==> config.mk <==
export PLATFORM = sky130hd
export DESIGN_NAME = sigma_delta_dac
export DESIGN_NICKNAME = d
export VERILOG_FILES = /design/src/rtl/sigma_delta_dac.sv
export SDC_FILE = /design/constraint.sdc
export NUM_CORES = 1
export LEC_CHECK = 0
export BUFFER_PORTS_ARGS = -buffer_cell sky130_fd_sc_hd__buf_2
export CAP_MARGIN = 20
export CORE_ASPECT_RATIO = 2
export CORE_UTILIZATION = 30
export CTS_BUF_LIST = sky130_fd_sc_hd__clkbuf_16
export DETAILED_ROUTE_END_ITERATION = 8
export HOLD_SLACK_MARGIN = 0.1
export PLACE_DENSITY = 0.48
export SYNTH_ARGS = -nofsm -noshare
export SYNTH_HDL_FRONTEND = slang
export SYNTH_SLANG_ARGS = --single-unit
==> constraint.sdc <==
create_clock -name clk -period 9.3 [get_ports clk]
set_input_delay 0.93 -clock clk [delete_from_list [all_inputs] [get_ports clk]]
set_output_delay 0.93 -clock clk [all_outputs]
set_load 0.1 [all_outputs]
==> src/rtl/sigma_delta_dac.sv <==
// sigma_delta_dac
//   Second-order 1-bit sigma-delta modulator for an offset-binary PCM stream.
//   Requests a new sample every OSR enabled clocks and converts it into a
//   pulse-density output. Both integrators saturate, and sticky flags report
//   saturation and missed samples.
//
// Parameters
//   WIDTH  PCM sample width (offset-binary)
//   ACC_W  signed integrator width (must be >= WIDTH)
//   OSR    clocks per sample request, 2..65535
//
// Ports
//   clk        sole clock, rising edge
//   reset      synchronous, active-high
//   enable     advances modulator and sample counter when high
//   pcm_in     offset-binary sample from upstream
//   pcm_valid  pcm_in valid; only looked at while pcm_ready is high
//   pcm_ready  one-clock sample request pulse
//   clr_flags  clears underrun/overload (a same-edge set wins)
//   pdm_out    registered 1-bit density output
//   pdm_err    first integrator saturated to WIDTH signed bits
//   underrun   sticky: a request slot passed without pcm_valid
//   overload   sticky: either integrator clamped
module sigma_delta_dac #(
  parameter int WIDTH = 16,
  parameter int ACC_W = 20,
  parameter int OSR   = 64
) (
  input  logic             clk,
  input  logic             reset,
  input  logic             enable,
  input  logic [WIDTH-1:0] pcm_in,
  input  logic             pcm_valid,
  output logic             pcm_ready,
  input  logic             clr_flags,
  output logic             pdm_out,
  output logic [WIDTH-1:0] pdm_err,
  output logic             underrun,
  output logic             overload
);

  // Two guard bits so i + x - fb can never wrap before the clamp.
  localparam int SW    = ACC_W + 2;
  localparam int CNT_W = $clog2(OSR);

  localparam logic [CNT_W-1:0]     CNT_MAX = CNT_W'(OSR - 1);
  localparam logic [WIDTH-1:0]     MID     = {1'b1, {(WIDTH-1){1'b0}}};
  localparam logic signed [SW-1:0] FB_POS  = SW'(longint'(1) << (WIDTH - 1));
  localparam logic signed [SW-1:0] FB_NEG  = -FB_POS;
  localparam logic signed [SW-1:0] ACC_MAX = SW'((longint'(1) << (ACC_W - 1)) - 1);
  localparam logic signed [SW-1:0] ACC_MIN = -ACC_MAX;
  localparam logic signed [SW-1:0] ERR_MAX = FB_POS - SW'(1);
  localparam logic signed [SW-1:0] ERR_MIN = FB_NEG;

  logic signed [ACC_W-1:0] i1;
  logic signed [ACC_W-1:0] i2;
  logic        [WIDTH-1:0] smp;
  logic        [CNT_W-1:0] cnt;
  logic                    ready_q;

  logic signed [WIDTH-1:0] x_n;
  logic signed [SW-1:0]    x_w;
  logic signed [SW-1:0]    fb;
  logic signed [SW-1:0]    s1;
  logic signed [SW-1:0]    s2;
  logic signed [SW-1:0]    i1_nx;
  logic signed [SW-1:0]    i2_nx;
  logic signed [SW-1:0]    err_nx;
  logic                    clamp1;
  logic                    clamp2;
  logic                    underrun_set;
  logic                    overload_set;

  // Offset-binary to two's complement: flip the MSB.
  assign x_n = {~smp[WIDTH-1], smp[WIDTH-2:0]};

  always_comb begin
    x_w    = SW'(x_n);
    fb     = pdm_out ? FB_POS : FB_NEG;

    s1     = SW'(i1) + x_w - fb;
    i1_nx  = s1;
    clamp1 = 1'b0;
    if (s1 > ACC_MAX) begin
      i1_nx  = ACC_MAX;
      clamp1 = 1'b1;
    end else if (s1 < ACC_MIN) begin
      i1_nx  = ACC_MIN;
      clamp1 = 1'b1;
    end

    s2     = SW'(i2) + i1_nx - fb;
    i2_nx  = s2;
    clamp2 = 1'b0;
    if (s2 > ACC_MAX) begin
      i2_nx  = ACC_MAX;
      clamp2 = 1'b1;
    end else if (s2 < ACC_MIN) begin
      i2_nx  = ACC_MIN;
      clamp2 = 1'b1;
    end

    err_nx = i1_nx;
    if (i1_nx > ERR_MAX) begin
      err_nx = ERR_MAX;
    end else if (i1_nx < ERR_MIN) begin
      err_nx = ERR_MIN;
    end
  end

  // A request seen while disabled is dropped: no load, no underrun.
  assign underrun_set = enable & ready_q & ~pcm_valid;
  assign overload_set = enable & (clamp1 | clamp2);

  // Gated so upstream never sees a handshake on a clock that ignores it.
  assign pcm_ready = ready_q & enable;

  always_ff @(posedge clk) begin
    if (reset) begin
      i1       <= '0;
      i2       <= '0;
      pdm_out  <= 1'b0;
      pdm_err  <= '0;
      cnt      <= '0;
      ready_q  <= 1'b0;
      smp      <= MID;
      underrun <= 1'b0;
      overload <= 1'b0;
    end else begin
      if (enable) begin
        i1      <= ACC_W'(i1_nx);
        i2      <= ACC_W'(i2_nx);
        pdm_out <= ~i2_nx[SW-1];
        pdm_err <= WIDTH'(err_nx);
        if (cnt == CNT_MAX) begin
          cnt     <= '0;
          ready_q <= 1'b1;
        end else begin
          cnt     <= cnt + CNT_W'(1);
          ready_q <= 1'b0;
        end
        if (ready_q && pcm_valid) begin
          smp <= pcm_in;
        end
      end else begin
        ready_q <= 1'b0;
      end
      underrun <= underrun_set | (underrun & ~clr_flags);
      overload <= overload_set | (overload & ~clr_flags);
    end
  end

endmodule

# Yosys cells after proc, flatten, opt, wreduce, memory -nomap -nowiden
# Index checks and enable logic that the tools add are counted.
# word_totals
regBits,82
input_bits,21
output_inout_bits,20
wordCells,50
# classes
add_sub_neg,5
n_lt_le_gt_ge,6
eq_ne,1
muxes,13
bitwise_logic,13
reduce_logical,3
# op_table
operator,n
22-bit two-way mux,5
"22-bit by 20-bit greater-than comparator with 1-bit output, second input constant",2
"22-bit by 20-bit < comparator with 1-bit output, second input constant",2
16-bit two-way mux,2
20-bit by 22-bit adder with 22-bit output,1
"22-bit by 16-bit greater-than comparator with 1-bit output, second input constant",1
"22-bit by 16-bit < comparator with 1-bit output, second input constant",1
21-bit by 22-bit subtractor with 22-bit output,1
22-bit subtractor,1
20-bit by 16-bit adder with 21-bit output,1
"6-bit by 1-bit adder with 6-bit output, second input constant",1
"6-bit equality test, second input constant",1
6-bit two-way mux,1
1-bit AND,5
1-bit two-way mux,5
1-bit inverter,5
1-bit OR,3
2-bit AND reduction,1
2-bit OR reduction,1
1-bit logical AND,1

# Depth between registers and ports, before layout
# Gate-level depths: netlist (run 1).
# depth
depth_word,14
mapped_depth,37
ltp_nobuf,34

# Worst setup path before layout (run 1)
# No wires, ideal clock.
# synth_path
kind,reg2reg
startpoint,reg pdm_out
endpoint,reg overload
t_arrival_ps,8032
path_slack_ps,1124
stages_incl_launch_ff,34
n_path_buf,4
period_less_slack_ps,8176
path_cell_list,dfxtp_1 fa_1 ha_1 buf_2 a21oi_1 o21ai_0 a31oi_1 o21ai_0 a32oi_2 nand2_1 and4b_1 o21ai_0 ha_1 clkbuf_1 inv_1 clkbuf_1 a21oi_1 ha_1 inv_1 ha_1 a21oi_1 nor2b_1 or4_1 a32oi_1 o21ai_0 a21o_1 nor2_1 mux2i_1 o22a_1 or3_1 ha_1 clkbuf_1 nor4_1 a211oi_1
# synth_between
elab_chain_cells,13
elab_cells_between_ends,17
classes_between,add/sub (3); order compare (4); mux (7); bitwise (3)
# synth_rtl
element,line,text
start: declaration,36,"output logic pdm_out,"
start signal: assignment,133,pdm_out <= ~i2_nx[SW-1];
22-bit two-way mux (*),79,fb = pdm_out ? FB_POS : FB_NEG;
21-bit by 22-bit subtractor with 22-bit output,81,s1 = SW'(i1) + x_w - fb;
22-bit by 20-bit < comparator with 1-bit output,87,end else if (s1 < ACC_MIN) begin
22-bit two-way mux,87,
22-bit two-way mux,84,if (s1 > ACC_MAX) begin
20-bit by 22-bit adder with 22-bit output,92,s2 = SW'(i2) + i1_nx - fb;
22-bit subtractor,92,
22-bit by 20-bit < comparator with 1-bit output,98,end else if (s2 < ACC_MIN) begin
1-bit two-way mux,98,
1-bit two-way mux,95,if (s2 > ACC_MAX) begin
1-bit OR (*),113,assign overload_set = enable & (clamp1 | clamp2);
1-bit AND (*),113,
1-bit OR (*),149,overload <= overload_set | (overload & ~clr_flags);
end signal: assignment,149,
end: declaration,39,output logic overload
# Mark *: on every way between the ends. The rest lies on a longest branch, timed or not.
# A chain may end at the register's enable or synchronous reset.

# Worst setup path in the final report (run 1)
# layout_path
startpoint,reg pdm_out
endpoint,reg i2[12]
# layout_between
elab_chain_cells,10
elab_cells_between_ends,12
classes_between,add/sub (3); order compare (4); mux (5)
# layout_rtl
element,line,text
22-bit two-way mux (*),79,
21-bit by 22-bit subtractor with 22-bit output,81,
22-bit by 20-bit < comparator with 1-bit output,87,
22-bit two-way mux,87,
22-bit two-way mux,84,
20-bit by 22-bit adder with 22-bit output,92,
22-bit subtractor (*),92,
22-bit by 20-bit < comparator with 1-bit output,98,
22-bit two-way mux,98,
22-bit two-way mux (*),95,
end signal: assignment,132,i2 <= ACC_W'(i2_nx);
end: declaration,56,logic signed [ACC_W-1:0] i2;
# Marked as above.

==> qor.txt, run 1 <==
Seq/Total Area, Yosys = 24.3%
Arr. time, crit path = 8.81 ns
Die Ht = 214 um
Routed length per instance = 16.0 um
Clk_lat worst skew = 0.36 ns
TritonCTS buffer count = 9
Slew headroom = 28.0%
Startpoint types = flop
Antenna-violating nets left = 0
DR iter-0 viols = 146
H-tree levels = 3
RSZ-0062 raised after global routing = false
# diodes = 0
WP data required = 9.58 ns
Hold slack = 0.455 ns
Top cell by count, worst path = ha_1
Global-route usage over all layers = 16.8%
Fill cells = 2,390
Vias in the first global route = 5,942
Status = finished, final reports clean
DIE WIDTH = 108 um
Max Cap Viol = 0
Placed Instances = 1,127
Clk slew on worst S/H paths = 0.07 ns
#FFs+latches synth = 82
Yosys cell types = 70
Worst Hold Class = reg2reg
Critical path's top delay family = simple AND/OR/NAND/NOR gates
PortBufs = 40
Critical Path Max Stage Delay = 0.71 ns
Synth Cell Area = 6740 um2
GP Congestion = 0.872
First-pass GRT wire length = 29,500 um
Async S/R FF share, synth = 0%
Syn Inst Count = 840
Worst-Margin Slew = 1.08 ns
# clock sinks = 82
Layout cell share with drive strength beyond 1 = 13.5%
Total Wirelength = 18,300 um
Syn Nets = 946
Post-Syn Area per Cell = 8.03 um2
Via count = 5,748
Post-route insts no fill = 1,143
Final net count = 968
Yosys Warn Count = 0
First-pass iteration count of the detailed router = 4
Synth-to-layout area growth = 10.7%
CTS root buf = clkbuf_16
Clock skew = 0.0127 ns
Critical path's slowest cell = dfxtp_1
Antenna violations before repair = 0
Post-DP HPWL = 14,400 um
Worst Hold Depth = 2
Largest cells by area after synthesis = dfxtp_1 (24%), ha_1 (14%), inv_1 (6.7%), nor2_1 (5.6%), a21oi_1 (4.4%)
Ys flop type = dfxtp_1
Count of final hold-check violations = 0
Final Max Tran Viols = 0
Final setup fails = 0
Reg2Reg Depth = 30
Fin Setup TNS = 0 ns
Count of buffer and inverter cells on the critical path = 3
Initial Util = 30.6%
Critical path type = reg2reg
Max frequency = 117 MHz
Fin crit share = 91.8%
Cts repair resizes = 0
CTS tree = yes
Critical path peak fanout = 21
Post-synth top area cell = dfxtp_1
CP endpoint kind = flop
Minimum clock period = 8.54 ns
Post-synth EDFFs = 0
Total die area = 23,100 um2
Gr ovfl total = 0
Max Buffers Root-to-Sink = 2
DRC = 0
Cell count along the critical path = 30
Vias/cell = 5.03
Core box area = 22,100 um2
Largest net degree at the start of global routing = 64
Row cnt = 77
Setup Buffers After CTS = 0
I/O Pins = 41
Post-synth top area share = 24.3%
Cts hold-fix bufs = 0
==> logic make-up (layout without fill, tap and decap cells) <==
logic type | after synthesis | count (layout) | share of synthesized area, %
AND/OR/NAND/NOR | 265 | 265 | 18.8
multiplexers | 4 | 4 | 0.594
adder cells (fa/ha/maj) | 85 | 85 | 16.8
XOR/XNOR | 42 | 42 | 5.73
buffers and inverters | 160 | 187 | 9.61
flip-flops | 82 | 82 | 24.3
AO/OA/AOI/OAI | 202 | 202 | 24.1
==> per-layer routing <==
layer / GRT usage (%) / vias to the layer above / share of wire (%)
met5: 0 / - / 0
met4: 9.59 / 0 / 4.5
met3: 2.22 / 39 / 1.9
met2: 32.2 / 71 / 56
met1: 16.6 / 2692 / 38
li1: - / 2946 / -
==> registers in the layout, summed over array words and instances, names as in the netlist <==
| signal | flops |
|---|---|
| cnt | 6 |
| overload | 1 |
| pdm_out | 1 |
| i2 | 20 |
| ready_q | 1 |
| smp | 16 |
| pdm_err | 16 |
| i1 | 20 |
| underrun | 1 |
==> stage by stage <==
stage               setup WS (ns)  utilization (%)  cell area (um2)
floorplan                    1.12                -             6740
global placement            0.691             32.5             7180
detailed placement          0.728             32.5             7180
CTS                         0.689             33.8             7460
global route                0.107             33.8             7460
finish                      0.762             33.8             7460
==> cell type report <==
| cell class | instances | area (um2) | share of cell area, % |
|---|---|---|---|
| Clock buffer | 9 | 225 | 3.02 |
| Sequential cell | 82 | 1640 | 22.0 |
| Inverter | 120 | 450 | 6.04 |
| Timing Repair Buffer | 51 | 288 | 3.86 |
| Clock inverter | 7 | 60.1 | 0.805 |
| Tap cell | 276 | 345 | 4.63 |
| Multi-Input combinational cell | 598 | 4450 | 59.7 |
==> Yosys cell counts, drive strengths merged (9+ instances only) <==
| master | number |
|---|---|
| inv | 120 |
| nor2 | 100 |
| dfxtp | 82 |
| ha | 76 |
| nand2 | 64 |
| a21oi | 61 |
| nand2b | 30 |
| clkbuf | 29 |
| a211oi | 24 |
| o21ai | 23 |
| xnor2 | 21 |
| xor2 | 21 |
| a311oi | 19 |
| a21o | 14 |
| o32ai | 14 |
| buf | 11 |
| nor2b | 11 |
| fa | 9 |
| nand4 | 9 |
| nor3 | 9 |
==> layout by cell type (no fill, tap or decap), drive strengths merged, types with 14 or more instances in the layout <==
cell type	count
a211oi	24
a21o	14
a21oi	61
a311oi	19
buf	51
dfxtp	82
ha	76
inv	124
nand2	64
nand2b	30
nor2	100
o21ai	23
o32ai	14
xnor2	21
xor2	21
==> final timing paths <==
| kind | end | slack [ns] | startpoint |
|---|---|---|---|
| max | i2[12] | 0.76 | pdm_out |
| min | smp[2] | 0.45 | smp[2] |
| max reg2reg | i2[12] | 0.76 | pdm_out |
| min reg2reg | smp[2] | 0.45 | smp[2] |
==> worst min-delay path: cells and delay by family (launching register included) <==
family             cells  cell delay (ns)
DFF                    1             0.31
and+or+nand+nor        1             0.05
AOI/OAI and AO/OA      1             0.05
Power of run 1 is not shown: default switching activity piles up to over one toggle a cycle in this logic, so the estimate is an artifact.
==> run 2: changes to the inputs <==
--- a/config.mk
+++ b/config.mk
@@ -5,7 +5,7 @@
 export SDC_FILE = /design/constraint.sdc
 export NUM_CORES = 1
 export LEC_CHECK = 0
-export BUFFER_PORTS_ARGS = -buffer_cell sky130_fd_sc_hd__buf_2
+export BUFFER_PORTS_ARGS = -buffer_cell sky130_fd_sc_hd__clkbuf_2
 export CAP_MARGIN = 20
 export CORE_ASPECT_RATIO = 2
 export CORE_UTILIZATION = 30
@@ -13,6 +13,7 @@
 export DETAILED_ROUTE_END_ITERATION = 8
 export HOLD_SLACK_MARGIN = 0.1
 export PLACE_DENSITY = 0.48
+export RECOVER_POWER = 25
 export SYNTH_ARGS = -nofsm -noshare
 export SYNTH_HDL_FRONTEND = slang
 export SYNTH_SLANG_ARGS = --single-unit
==> qor.txt, run 2 (synthesized netlist as in run 1, its figures left out) <==
First-pass iteration count of the detailed router = 5
Fin crit share = 90.6%
Startpoint types = flop
DR iter-0 viols = 178
Post-DP HPWL = 14,900 um
H-tree levels = 3
Routed length per instance = 16.7 um
Total die area = 23,100 um2
Fill cells = 2,360
CP endpoint kind = flop
# clock sinks = 82
Worst Hold Depth = 2
Arr. time, crit path = 8.70 ns
Clk slew on worst S/H paths = 0.06 ns
Status = complete, but fails checks
Core box area = 22,100 um2
Final net count = 970
Critical path's slowest cell = ha_1
R2r setup slk = 0.87 ns
I/O Pins = 41
Worst Hold Class = reg2reg
Cts repair resizes = 0
Final setup fails = 0
Setup Buffers After CTS = 0
Initial Util = 30.6%
Synth-to-layout area growth = 10.7%
Slew headroom = -98.4%
Via count = 5,797
DRC = 0
Top cell by count, worst path = ha_1
Critical path peak fanout = 21
Reg2Reg Depth = 31
Final Max Tran Viols = 113
Cts hold-fix bufs = 0
RSZ-0062 raised after global routing = false
Max Cap Viol = 2
Antenna-violating nets left = 0
Fin Setup TNS = 0 ns
Total Wirelength = 19,100 um
Vias/cell = 5.06
Antenna violations before repair = 0
Critical R2R Capture = i2[12]
Minimum clock period = 8.43 ns
CTS tree = yes
DIE WIDTH = 108 um
Count of final hold-check violations = 0
CTS root buf = clkbuf_16
Row cnt = 77
Clk_lat worst skew = 0.37 ns
Critical Path Max Stage Delay = 0.54 ns
Worst-Margin Slew = 2.98 ns
Clock skew = 0.00977 ns
Most common cell after layout, fill and taps aside = inv_1
Max frequency = 119 MHz
Top flop regs = i1: 20 flops, i2: 20 flops
Commonest cells after routing, fill and taps aside = inv_1 (121), nor2_1 (100), dfxtp_1 (82), ha_1 (76), nand2_1 (64)
Critical path launch point = smp[15]
Die Ht = 214 um
Layout cell share with drive strength beyond 1 = 11.2%
First-pass GRT wire length = 30,200 um
Vias in the first global route = 5,868
Gr ovfl total = 0
Max Buffers Root-to-Sink = 2
TritonCTS buffer count = 9
Worst r2r src = smp[15]
Global-route usage over all layers = 17.4%
PortBufs = 40
Largest net degree at the start of global routing = 61
CP Capture Point = i2[12]
WP data required = 9.57 ns
GP Congestion = 0.901
Failing checks = max-capacitance violations, max-slew violations
# diodes = 0
Critical path type = reg2reg
[run 2: cell count changes in the layout (fill, tap and decap cells not counted), sizes merged]
| cell | change |
|---|---|
| buf | -38 |
| clkinvlp | -1 |
| clkbuf | +40 |
| bufinv | +1 |
[run 2: worst max-delay path: cells and delay by family (launching register included)]
family                     cells  cell delay, ns
adders and majority gates      6            2.32
DFF                            1            0.30
and+or+nand+nor                7            1.93
AOI/OAI and AO/OA             13            3.05
muxes                          1            0.08
buffers and inverters          4            0.65
[run 2: through the flow]
stage	instances	instance area, um2	utilization (%)	hold WS (ns)	setup WS [ns]
2_1_floorplan	840	6740	-	0.436	1.12
3_3_place_gp	1129	7190	32.6	0.445	0.850
3_5_place_dp	1129	7190	32.6	0.450	0.865
4_1_cts	1145	7490	34.0	0.459	0.804
5_1_grt	1145	7460	33.8	0.480	0.266
6_report	1145	7460	33.8	0.459	0.871
[run 2: per-layer routing]
layer	wire, um	vias to the layer above	track usage, %
li1	-	2939	-
met1	6970	2730	16.5
met2	10700	86	33.3
met3	407	42	2.71
met4	1030	0	10.9
met5	0	-	0
[run 2: worst min-delay path by stage]
stage          slack [ns]    start       to
2_1_floorplan        0.44  smp[10]  smp[10]
3_3_place_gp         0.45  smp[12]  smp[12]
3_5_place_dp         0.45  smp[12]  smp[12]
4_1_cts              0.46  smp[12]  smp[12]
5_1_grt              0.48   smp[6]   smp[6]
6_report             0.46   smp[2]   smp[2]
[run 2: layout make-up]
type	count	area (um2)	share of cell area [%]
clock buffers	9	225	3.02
clock inverters	7	76.3	1.02
inverters	120	450	6.04
multi-input cells	598	4450	59.7
flip-flops and latches	82	1640	22.0
well taps	276	345	4.63
repair buffers	53	272	3.64
Power of run 2 is left out for the same reason.
